### config.mk
export PLATFORM = sky130hd
export DESIGN_NAME = alu_serial_rx
export DESIGN_NICKNAME = d
export VERILOG_FILES = /design/src/rtl/alu_pkg.sv /design/src/rtl/alu_crc4.sv /design/src/rtl/alu_serial_rx.sv
export SDC_FILE = /design/constraint.sdc
export NUM_CORES = 1
export LEC_CHECK = 0
export ABC_AREA = 1
export BUFFER_PORTS_ARGS = -buffer_cell sky130_fd_sc_hd__buf_2
export CAP_MARGIN = 10
export CORE_ASPECT_RATIO = 1.1
export CORE_UTILIZATION = 56
export CTS_BUF_LIST = sky130_fd_sc_hd__clkbuf_4
export DETAILED_ROUTE_END_ITERATION = 10
export PLACE_DENSITY_LB_ADDON = 0.1
export SETUP_SLACK_MARGIN = 0.02
export SYNTH_ARGS = -nofsm -noshare
export SYNTH_HDL_FRONTEND = slang
export SYNTH_SLANG_ARGS = --single-unit
### constraint.sdc
create_clock -name clk -period 4.7 [get_ports clk]
set_input_delay 0.47 -clock clk [delete_from_list [all_inputs] [get_ports clk]]
set_output_delay 0.47 -clock clk [all_outputs]
set_load 0.05 [all_outputs]
### src/rtl/alu_pkg.sv
// Shared definitions for the serial ALU request link: op encodings, frame
// types, error-flag positions and receiver FSM states.
package alu_pkg;

  localparam logic [2:0] OP_AND = 3'b000;
  localparam logic [2:0] OP_OR  = 3'b001;
  localparam logic [2:0] OP_ADD = 3'b100;
  localparam logic [2:0] OP_SUB = 3'b101;

  localparam logic DATA_TYPE = 1'b0;
  localparam logic CMD_TYPE  = 1'b1;

  // Bit positions inside err = {data, crc, op}
  localparam int ERR_DATA = 2;
  localparam int ERR_CRC  = 1;
  localparam int ERR_OP   = 0;

  localparam logic [3:0] DATA_FRAMES  = 4'd8;
  localparam logic [3:0] DATA_CNT_MAX = 4'd9;

  typedef enum logic [1:0] {
    ST_IDLE,
    ST_TYPE,
    ST_PAYLOAD,
    ST_STOP
  } rx_state_e;

  function automatic logic op_supported(input logic [2:0] op);
    return (op == OP_AND) || (op == OP_OR) || (op == OP_ADD) || (op == OP_SUB);
  endfunction

endpackage

### src/rtl/alu_crc4.sv
// Combinational CRC-4 (x^4 + x + 1, init 0) over a 68-bit word, MSB first.
// Shared between the receiver and the transmitter side of the link.
module alu_crc4 (
  input  logic [67:0] data_i,
  output logic [3:0]  crc_o
);

  logic [3:0] crc;

  always_comb begin
    crc = 4'h0;
    // NOTE: blocking assignments chain each loop iteration into the next, giving
    // one unrolled LFSR step per bit; non-blocking would keep only the last step.
    for (int i = 67; i >= 0; i--) begin
      logic fb;
      fb  = crc[3] ^ data_i[i];
      crc = {crc[2:0], 1'b0} ^ (fb ? 4'h3 : 4'h0);
    end
  end

  assign crc_o = crc;

endmodule

### src/rtl/alu_serial_rx.sv
// Serial ALU request receiver: deframes 11-bit frames, assembles 8 data bytes
// plus a cmd byte into one packet, checks it and holds the result for a consumer.
module alu_serial_rx
  import alu_pkg::*;
(
  input  logic        clk,
  input  logic        rst_n,
  input  logic        sin,
  output logic [31:0] a,
  output logic [31:0] b,
  output logic [2:0]  op,
  output logic [2:0]  err,
  output logic        out_valid,
  input  logic        out_ready,
  output logic        overflow
);

  rx_state_e   state_q, state_d;
  logic [2:0]  bit_cnt_q, bit_cnt_d;
  logic [7:0]  byte_q, byte_d;
  logic        type_q, type_d;
  logic [3:0]  data_cnt_q, data_cnt_d;
  logic [63:0] ba_q, ba_d;

  logic [31:0] a_q, a_d;
  logic [31:0] b_q, b_d;
  logic [2:0]  op_q, op_d;
  logic [2:0]  err_q, err_d;
  logic        out_valid_q, out_valid_d;
  logic        overflow_q, overflow_d;

  logic        complete;
  logic [2:0]  pkt_err;
  logic [3:0]  crc_calc;

  alu_crc4 u_crc (
    .data_i ({ba_q, 1'b1, byte_q[6:4]}),
    .crc_o  (crc_calc)
  );

  always_comb begin
    // NOTE: every _d defaults to its _q before any branch, so no path through
    // this block can leave a variable unassigned and infer a latch.
    state_d     = state_q;
    bit_cnt_d   = bit_cnt_q;
    byte_d      = byte_q;
    type_d      = type_q;
    data_cnt_d  = data_cnt_q;
    ba_d        = ba_q;
    a_d         = a_q;
    b_d         = b_q;
    op_d        = op_q;
    err_d       = err_q;
    out_valid_d = out_valid_q;
    overflow_d  = overflow_q;
    complete    = 1'b0;
    pkt_err     = 3'b000;

    unique case (state_q)
      ST_IDLE: begin
        if (!sin) begin
          state_d   = ST_TYPE;
          bit_cnt_d = 3'd0;
        end
      end
      ST_TYPE: begin
        type_d  = sin;
        state_d = ST_PAYLOAD;
      end
      ST_PAYLOAD: begin
        byte_d    = {byte_q[6:0], sin};
        bit_cnt_d = bit_cnt_q + 3'd1;
        if (bit_cnt_q == 3'd7) state_d = ST_STOP;
      end
      ST_STOP: begin
        state_d = ST_IDLE;
        if (!sin) begin
          // Framing error: drop the packet so far and report it as a data error.
          complete          = 1'b1;
          pkt_err[ERR_DATA] = 1'b1;
          data_cnt_d        = 4'd0;
          ba_d              = 64'd0;
        end else if (type_q == DATA_TYPE) begin
          ba_d = {ba_q[55:0], byte_q};
          if (data_cnt_q != DATA_CNT_MAX) data_cnt_d = data_cnt_q + 4'd1;
        end else if (type_q == CMD_TYPE) begin
          complete   = 1'b1;
          data_cnt_d = 4'd0;
          ba_d       = 64'd0;
          if (data_cnt_q != DATA_FRAMES)        pkt_err[ERR_DATA] = 1'b1;
          else if (crc_calc != byte_q[3:0])     pkt_err[ERR_CRC]  = 1'b1;
          else if (!op_supported(byte_q[6:4]))  pkt_err[ERR_OP]   = 1'b1;
        end
      end
      default: state_d = ST_IDLE;
    endcase

    // A new packet always wins the output registers; losing an unread one is sticky.
    if (complete) begin
      a_d         = ba_q[31:0];
      b_d         = ba_q[63:32];
      op_d        = byte_q[6:4];
      err_d       = pkt_err;
      out_valid_d = 1'b1;
      if (out_valid_q && !out_ready) overflow_d = 1'b1;
    end else if (out_ready) begin
      out_valid_d = 1'b0;
    end
  end

  always_ff @(posedge clk or negedge rst_n) begin
    if (!rst_n) begin
      state_q     <= ST_IDLE;
      bit_cnt_q   <= 3'd0;
      byte_q      <= 8'd0;
      type_q      <= DATA_TYPE;
      data_cnt_q  <= 4'd0;
      // NOTE: the 64-bit {B,A} register is reset as well, so a partial packet
      // interrupted by rst_n can never leak into a later result.
      ba_q        <= 64'd0;
      a_q         <= 32'd0;
      b_q         <= 32'd0;
      op_q        <= 3'd0;
      err_q       <= 3'd0;
      out_valid_q <= 1'b0;
      overflow_q  <= 1'b0;
    end else begin
      state_q     <= state_d;
      bit_cnt_q   <= bit_cnt_d;
      byte_q      <= byte_d;
      type_q      <= type_d;
      data_cnt_q  <= data_cnt_d;
      ba_q        <= ba_d;
      a_q         <= a_d;
      b_q         <= b_d;
      op_q        <= op_d;
      err_q       <= err_d;
      out_valid_q <= out_valid_d;
      overflow_q  <= overflow_d;
    end
  end

  assign a         = a_q;
  assign b         = b_q;
  assign op        = op_q;
  assign err       = err_q;
  assign out_valid = out_valid_q;
  assign overflow  = overflow_q;

endmodule

==> results.json <==
{
  "status": "complete, but fails checks",
  "failed_checks": "setup timing",
  "setup_violations": 2,
  "synth_commonest_cells": "nand2_1, dfrtp_1, nand3_1",
  "slew_violations": 0,
  "first_iter_violations": 616,
  "cts_made_buffers": 17,
  "async_flop_share_pct": 100,
  "synth_top_area_cell": "dfrtp_1",
  "start_util_pct": 57.9,
  "synth_area_sq_mm": 0.00844,
  "rows": 46,
  "grt_pass1_vias": 7142,
  "dp.cells": 1400,
  "cts_tree": "yes",
  "clock_skew_ps": 20.2,
  "path_clk_slew_ps": 120,
  "track_usage_pct": 27.4,
  "cts_root_buf": "clkbuf_4",
  "cp-end-kind": "flop",
  "ys_ff_latch": 154,
  "grt_overflow": 0,
  "post-dp-hpwl_um": 14500,
  "fp.dieW_um": 119,
  "wire_per_inst_um": 16.0,
  "startpoint_type": "flop",
  "power_density_mw_per_mm2": 633,
  "synth_fp_nets": 1140,
  "synth_ff_type": "dfrtp_1",
  "worstPathArrival_ps": 6860,
  "post_drt_via_cell_ratio": 5.60,
  "finalWorstSetupSlack_ps": -1660,
  "clock.fmax_mhz": 157,
  "yosysTopAreaCellShare_pct": 45.7,
  "synthMostInstantiatedCell": "nand2_1",
  "hold_slack_ps": 62.3,
  "crit_slowest_cell": "dfrtp_2",
  "multi_input_comb_area_sq_mm": 0.00508,
  "cts_sinks": 154,
  "leakage_nw": 5.48,
  "fp.coreArea_sq_mm": 0.0146,
  "seq_area_frac_synth_pct": 45.7,
  "ir_drop_uv": 655,
  "post-route-period-util_pct": 135,
  "fillers": 1079,
  "cts_buffer_depth": 2,
  "cp_data_required_time_ps": 5190,
  "clock_latency_ps": 590,
  "dieArea_sq_mm": 0.0156,
  "register_area_sq_mm": 0.00386,
  "rsz0062_at_grt": "yes",
  "synthCells": 1127,
  "setup_tns_ps": -3270,
  "yosys-top-cells-area": "dfrtp_1, nand2_1, nand3_1, nand2_2, inv_1",
  "slew_headroom_pct": 47.2,
  "ys_types": 26,
  "synth_edf_count": 0,
  "nets": 1249,
  "die_y_um": 131,
  "htreeDepth": 4,
  "grt_max_degree": 84,
  "hp-class": "in2reg",
  "antenna_found_initial": 1,
  "gp_congestion": 0.884,
  "avgSynthCellArea_sq_um": 7.49,
  "design_area_sq_mm": 0.0107,
  "drc_errors": 0,
  "yosysWarningCount": 0,
  "via_count": 8059,
  "drive_gt1_share_pct": 37.4,
  "fin_crit_ps": 6360,
  "tightestPinTransition_ps": 791,
  "firstDrtPassIters": 7,
  "routed_wl_um": 23000,
  "synthToLayoutAreaGrowth_pct": 26.8,
  "maxCapViolations": 0,
  "slowest_delay_ps": 470,
  "path_common_cell": "nand2_1",
  "place_area_sq_mm": 0.00925,
  "drtAntennaViolNets": 0,
  "finalHoldViolations": 0,
  "critPathKind": "reg2reg",
  "crit_fanout": 5,
  "instances_no_fill": 1440,
  "io_pins": 76,
  "p_total_w": 0.00678,
  "port_buffers": 75,
  "grt_pass1_wl_um": 33800
}
kinds of logic (layout without fill, tap and decap cells):
logic type / Yosys count / in the layout / synth area share (%)
other cells: 0 / 1 / 0
simple gates: 644 / 644 / 35.2
flops: 154 / 154 / 45.7
fa+ha+maj: 9 / 9 / 1.33
buf+inv: 163 / 283 / 7.34
compound gates: 153 / 153 / 10.1
xor+xnor: 4 / 4 / 0.415
report_power, final:
group          internal (W)  switching, W
Clock              0.000383      0.000476
Combinational       0.00139       0.00297
Sequential          0.00146      0.000101
worst max-delay path: cells and delay by family, from the launching register on:
kind	cells	cell delay (ps)
buffers and inverters	8	700
flip-flops	1	470
AND/OR/NAND/NOR	58	5140
metrics by stage:
step           setup WS (ps)  utilization, %
2_1_floorplan           -434               -
3_3_place_gp           -1150            63.5
3_5_place_dp           -1280            63.5
4_1_cts                -1190            66.4
5_1_grt                -2170            73.5
6_report               -1660            73.5
path summary, 6_finish.rpt:
check,slack (ps),start,end,cells after the start
setup / recovery,-1660,ba_q[63],err[1],66
hold / removal,60,out_ready,overflow,2
setup reg to reg,-1660,ba_q[63],err[1],66
hold reg to reg,490,b[5],b[5],2
max in group asynchronous,3260,rst_n,a[19],3
min in group asynchronous,410,rst_n,byte_q[1],2
area by class of cell:
type / count / area share (%)
Multi-Input combinational cell: 810 / 47.5
Sequential cell: 154 / 36.0
Timing Repair Buffer: 120 / 6.78
Inverter: 133 / 4.77
Tap cell: 192 / 2.24
Clock buffer: 21 / 1.47
Clock inverter: 9 / 1.16
Antenna cell: 1 / 0.0234
cell usage in the layout (no fill, tap or decap), drive strengths merged:
| cell type | count |
|---|---|
| a21oi | 8 |
| nand3b | 3 |
| xor2 | 1 |
| o21ai | 80 |
| bufinv | 3 |
| dlygate4sd3 | 1 |
| o22ai | 64 |
| inv | 133 |
| clkinvlp | 1 |
| xnor2 | 3 |
| nand4 | 2 |
| ha | 9 |
| nor2 | 25 |
| clkinv | 5 |
| nor3 | 1 |
| nand2 | 460 |
| dfrtp | 154 |
| diode | 1 |
| nand3 | 152 |
| clkbuf | 21 |
| nor4 | 1 |
| o31ai | 1 |
| buf | 119 |
routing by layer:
metal | vias to the layer above | wire, um | global-route usage [%]
met5 | - | 0 | 0
met4 | 0 | 546 | 8.64
met3 | 56 | 1420 | 4.86
met2 | 281 | 11300 | 46.3
met1 | 3844 | 9810 | 36.2
li1 | 3878 | - | -
registers in the layout, summed over array words and instances, names as in the netlist, 3 cells and up:
name,count
a,32
b,32
ba_q,64
bit_cnt_q,3
byte_q,8
data_cnt_q,4
err,3
op,3
timing repair:
item                                    4_1_cts  5_1_grt
endpoints found under the setup margin        2        2
gates cloned                                  0        0
pin swaps                                    14       82
gates resized for setup                      29      248
hold buffers                                  1        0
buffers inserted                              1        7
hold endpoints to repair                     58        0
Power figures use the tool's default switching activity.
